[src/rtl/shift_reg_param.sv]
// Parametrised universal shift register: parallel load, single-step shifts and
// counter-driven multi-step shifts in logical, arithmetic or rotate mode.
module shift_reg_param #(
  parameter int unsigned WIDTH = 9,
  parameter int unsigned CNT_W = 4
) (
  input  logic             clk,
  input  logic             reset,
  input  logic [WIDTH-1:0] in,
  input  logic             load,
  input  logic             shift,
  input  logic             dir,
  input  logic [1:0]       mode,
  input  logic             ser_in,
  input  logic [CNT_W-1:0] amount,
  input  logic             start,
  output logic [WIDTH-1:0] out,
  output logic             ser_out,
  output logic             busy,
  output logic             done
);

  localparam logic [1:0] MODE_ARITH = 2'b01;
  localparam logic [1:0] MODE_ROT   = 2'b10;

  typedef enum logic {IDLE, RUN} state_t;

  state_t           state_q, state_d;
  logic [WIDTH-1:0] out_q, out_d;
  logic             ser_q, ser_d;
  logic             done_q, done_d;
  logic [CNT_W-1:0] cnt_q, cnt_d;
  logic             dir_q, dir_d;
  logic [1:0]       mode_q, mode_d;
  logic [WIDTH:0]   live_step;
  logic [WIDTH:0]   run_step;

  // One shift step; result is {bit shifted out, new register value}.
  // Reserved mode 11 falls through to the logical fill.
  function automatic logic [WIDTH:0] shift_step(
    input logic [WIDTH-1:0] v,
    input logic             d,
    input logic [1:0]       m,
    input logic             si
  );
    logic fill;
    if (!d) begin
      if (m == MODE_ARITH)    fill = v[WIDTH-1];
      else if (m == MODE_ROT) fill = v[0];
      else                    fill = si;
      shift_step = {v[0], fill, v[WIDTH-1:1]};
    end else begin
      if (m == MODE_ARITH)    fill = 1'b0;
      else if (m == MODE_ROT) fill = v[WIDTH-1];
      else                    fill = si;
      shift_step = {v[WIDTH-1], v[WIDTH-2:0], fill};
    end
  endfunction

  assign live_step = shift_step(out_q, dir, mode, ser_in);
  assign run_step  = shift_step(out_q, dir_q, mode_q, ser_in);

  always_ff @(posedge clk) begin
    if (reset) begin
      state_q <= IDLE;
      out_q   <= '0;
      ser_q   <= 1'b0;
      done_q  <= 1'b0;
      cnt_q   <= '0;
      dir_q   <= 1'b0;
      mode_q  <= 2'b00;
    end else begin
      state_q <= state_d;
      out_q   <= out_d;
      ser_q   <= ser_d;
      done_q  <= done_d;
      cnt_q   <= cnt_d;
      dir_q   <= dir_d;
      mode_q  <= mode_d;
    end
  end

  // Priority: load > start (idle) > running step > single shift (idle) > hold.
  always_comb begin
    state_d = state_q;
    out_d   = out_q;
    ser_d   = ser_q;
    done_d  = 1'b0;
    cnt_d   = cnt_q;
    dir_d   = dir_q;
    mode_d  = mode_q;
    if (load) begin
      out_d = in;
      if (state_q == RUN) begin
        state_d = IDLE;
        cnt_d   = '0;
      end
    end else if (start && (state_q == IDLE)) begin
      if (amount == '0) begin
        done_d = 1'b1;
      end else begin
        state_d = RUN;
        cnt_d   = amount;
        dir_d   = dir;
        mode_d  = mode;
      end
    end else if (state_q == RUN) begin
      {ser_d, out_d} = run_step;
      cnt_d          = cnt_q - CNT_W'(1);
      if (cnt_q == CNT_W'(1)) begin
        state_d = IDLE;
        done_d  = 1'b1;
      end
    end else if (shift) begin
      {ser_d, out_d} = live_step;
    end
  end

  assign out     = out_q;
  assign ser_out = ser_q;
  assign busy    = (state_q == RUN);
  assign done    = done_q;

endmodule

[config.mk]
export PLATFORM = sky130hd
export DESIGN_NAME = shift_reg_param
export DESIGN_NICKNAME = d
export VERILOG_FILES = /design/src/rtl/shift_reg_param.sv
export SDC_FILE = /design/constraint.sdc
export NUM_CORES = 1
export LEC_CHECK = 0
export BUFFER_PORTS_ARGS = -buffer_cell sky130_fd_sc_hd__buf_4
export CAP_MARGIN = 0
export CORE_MARGIN = 2
export CORE_UTILIZATION = 54
export CTS_CLUSTER_DIAMETER = 50
export CTS_CLUSTER_SIZE = 14
export DETAILED_ROUTE_END_ITERATION = 16
export PLACE_DENSITY = 0.88
export SYNTH_ARGS = -nofsm -noshare
export SYNTH_HDL_FRONTEND = slang
export SYNTH_SLANG_ARGS = --single-unit
export TNS_END_PERCENT = 5
[constraint.sdc]
create_clock -name clk -period 2.95 [get_ports clk]
set_clock_uncertainty 0.1 [all_clocks]
set_input_delay 0.4425 -clock clk [delete_from_list [all_inputs] [get_ports clk]]
set_output_delay 0.4425 -clock clk [all_outputs]
set_load 0.05 [all_outputs]
# Word-level counts from Yosys, hierarchy flattened
# Index checks and enable logic that the tools add are counted.
# word_totals
reg_bits,19
inputBits,22
output_inout_bits,12
# classes
n_addsub,1
eq_ne,11
n_mux,29
n_reduce_logical,11
bitwise,4
# ops
cell,n
$mux 9,4
$mux 10,2
$mux 4,5
$mux 1,18
$reduce_and 3->1,3
$ne 4x4->1 const B,2
$eq 2x1->1 const B,2
$eq 2x2->1 const B,2
$eq 4x1->1 const B,1
$logic_not 4->1,1
$ne 2x2->1 const B,2
$not 1->1,4
$reduce_and 4->1,1
$reduce_bool 2->1,2
$sub 4x1->4 const B,1
$ne 3x3->1 const B,1
$reduce_bool 3->1,1
$ne 2x1->1 const B,1
$reduce_and 2->1,1
$reduce_or 2->1,1
$logic_and 1x1->1,1

# Longest topological paths before layout
# depth
word_depth,8
mapped_depth,6
ltp_nobuf,5

# Worst setup path after synthesis
# No wires, ideal clock.
# synth_timing
path_type,reg2reg
startpoint,register state_q (netlist: busy)
endpoint,register out_q[4] (netlist: out[4])
period_less_slack_ns,2.098
n_path_buf,0
arrival_ns,1.870
path_stages_with_launch,5
path_slack_ns,0.852
path_cell_list,dfxtp_1 mux2i_4 mux2_1 a222oi_1 nor2_1
# synth_via
elab_chain_cells,4
# synth_lines
element,line_no,text
start: declaration,28,"state_t state_q, state_d;"
start signal: assignment,73,state_q <= state_d;
$not 1->1,98,end else if (start && (state_q == IDLE)) begin
$logic_and 1x1->1,98,
$ne 2x2->1 (no line),-,
$reduce_and 2->1 (no line),-,
end signal: assignment,74,out_q <= out_d;
end: declaration,29,"logic [WIDTH-1:0] out_q, out_d;"
# Several ways; a longest one is shown, not always the timed one. The select of a mux whose other input is x is not followed.
# A chain may end at the register's enable or synchronous reset.

# Worst setup path in the final report
# layout_timing
startpoint,register state_q (netlist: busy)
endpoint,register out_q[2] (netlist: out[2])
# Same word-level chain as after synthesis.

==> flow_summary.toml <==
[synthesis]
ys_seq_area_frac = 0.332
yosys.cell_types.count = 40
syn-num-nets = 156
async_reset_ff_frac = 0
synth_edf_count = 0
synth_top_flop_cell = "dfxtp_1"
netlist_area_um2 = 1150
avgSynthCellArea_um2 = 8.69
yosys_warnings = 0
netlist_instances = 132
ys_ff_latch = 19

[cells_and_area]
final_nets = 186
num_antenna_cells = 0
drive_gt1_frac = 0.242
area_delta_synth_final_pct = 24.1

[global_routing]
grt_antenna_before_repair = 0
grt.overflow.total = 0
grt_start_max_net_pins = 20
grt_usage = 0.261
grt_first_pass_wirelength_mm = 5.00
grt_pass1_vias = 1103

[clock_tree]
clkTransAtPathRegs_ns = 0.10
post_cts_resized = 0
cts.path.max_buffers = 2
cts_setup_buffers = 0
cts_root_buf = "clkbuf_4"
ctsHoldBuffers = 0
clock-sinks = 19
clock_latency_ns = 0.29
cts_made_buffers = 3
cts_tree = "done"
h-tree-depth = 1

[timing]
hold_viol = 0
period_share = 0.716
tightest_slew_ns = 0.665
slew_headroom = 0.556
finalSetupViolCount = 0
finalCriticalPeriod_ns = 2.11
tns_ns = 0
hold_ws_ns = 0.307
fmax_mhz = 473
grt_setup_unrepaired = "false"
final_max_slew_viol_count = 0

[power]
p_sw_frac = 0.334
power_frac_comb = 0.289
p_int_w = 0.000398
ir_drop_mv = 0.381
p_per_area_nw_per_um2 = 420
clkPwrFrac = 0.220
p_seq_frac = 0.492
leakagePower_nw = 0.588
p_switching_w = 0.000200

[outcome]
outcome = "finished, final reports clean"

[die]
die_w_um = 50.1
io_pins = 34
start_util = 0.579
dieArea_um2 = 2510
rows = 16
coreArea_um2 = 1980
die_h_um = 50.1

[detailed_routing]
drc_errors = 0
vias_per_cell = 6.22
wirelength_mm = 3.02
wl_per_cell_um = 16.1
drt_pass1_iterations = 5
ant_nets = 0
drt_iter0_drc = 56
vias = 1169

[job]
max_cap_viol_count = 0

[setup_path]
cp.required_ns = 3.04
critPathKind = "flop to flop"
path_max_fanout = 16
end_kind = "flop"
start_kind = "flop"
cp.arrival_ns = 2.20

[placement]
hpwl_mm = 2.22
port_buffers = 33
gp_congestion = 0.801

[worst_hold_path]
min-delay-path-class = "input port to flop"
[per-layer routing]
layer  vias up  global-route usage  part of all wire
li1        560                   -                 -
met1       558               0.305              0.41
met2        45               0.476              0.52
met3         6              0.0364             0.051
met4         0              0.0926             0.014
met5         -                   0                 0
[cells by family (layout without fill, tap and decap cells)]
kind of cell / Yosys count / in the layout / synth area share
AND/OR/NAND/NOR: 43 / 43 / 0.204
multiplexers: 15 / 15 / 0.148
buffers and inverters: 16 / 45 / 0.0534
flip-flops: 19 / 19 / 0.332
XOR/XNOR: 1 / 1 / 0.00763
adder cells (fa/ha/maj): 2 / 2 / 0.0218
AO/OA/AOI/OAI: 36 / 36 / 0.233
[worst max-delay path: stages (launching register included)]
cell and delay (ns):
dfxtp_1 0.68, mux2i_4 0.47, mux2_1 0.35, a222oi_1 0.32, nor2_1 0.08
[synthesized netlist by cell type (3+ instances only)]
cell type / instances / area share
dfxtp_1: 19 / 0.33
nor2_1: 16 / 0.052
a21oi_1: 11 / 0.048
inv_1: 8 / 0.026
mux2i_1: 8 / 0.070
clkbuf_1: 7 / 0.023
a222oi_1: 6 / 0.052
mux2_1: 6 / 0.059
nand2_1: 4 / 0.013
nor2b_1: 4 / 0.022
nor3_1: 4 / 0.017
o211ai_1: 3 / 0.020
[layout make-up]
cell class                 instances  area [um^2]
multi-input combinational         97          706
fill                             153          558
clock buffer                       4         26.3
tap                               27         33.8
inverter                           8         30.0
sequential                        19          380
timing repair buffer              33          248
[registers in the layout, indices dropped and copies added, names as in the netlist]
name     flops
out          9
cnt_q        4
mode_q       2
busy         1
dir_q        1
done         1
ser_out      1
[power groups by stage]
stage | combinational (W) | clock (W) | sequential [W]
after floorplan | 0.0000829 | 0 | 0.000327
after global placement | 0.000167 | 0 | 0.000298
after detailed placement | 0.000172 | 0 | 0.000299
after CTS | 0.000173 | 0.000132 | 0.000294
after global routing | 0.000187 | 0.000140 | 0.000297
final | 0.000173 | 0.000131 | 0.000294
[cell usage in the layout (no fill, tap or decap), types with 3 or more instances in the layout]
cell	Yosys	routed
inv_1	8	8
o211ai_1	3	3
mux2i_1	8	8
nor3_1	4	4
nand2_1	4	4
nor2_1	16	16
mux2_1	6	6
buf_4	0	33
nor2b_1	4	4
a21oi_1	11	11
clkbuf_4	0	3
dfxtp_1	19	19
a222oi_1	6	6
[stage by stage]
step                 util  setup WS (ns)  total power (W)  area (um^2)  instances
floorplan               -          0.852         0.000410         1150        132
global placement    0.705          0.936         0.000465         1400        184
detailed placement  0.705          0.888         0.000471         1400        184
finish              0.718          0.837         0.000599         1420        188
global route        0.718          0.677         0.000624         1420        188
CTS                 0.718          0.869         0.000599         1420        188
[final timing paths]
kind	start	endpoint	slack [ns]	cells after the start
worst max-delay path	busy	out[2]	0.84	4
worst min-delay path	in[6]	out[6]	0.31	3
worst max register to register	busy	out[2]	0.84	4
worst min register to register	cnt_q[3]	cnt_q[3]	0.40	2
(Power assumes the default switching activity.)
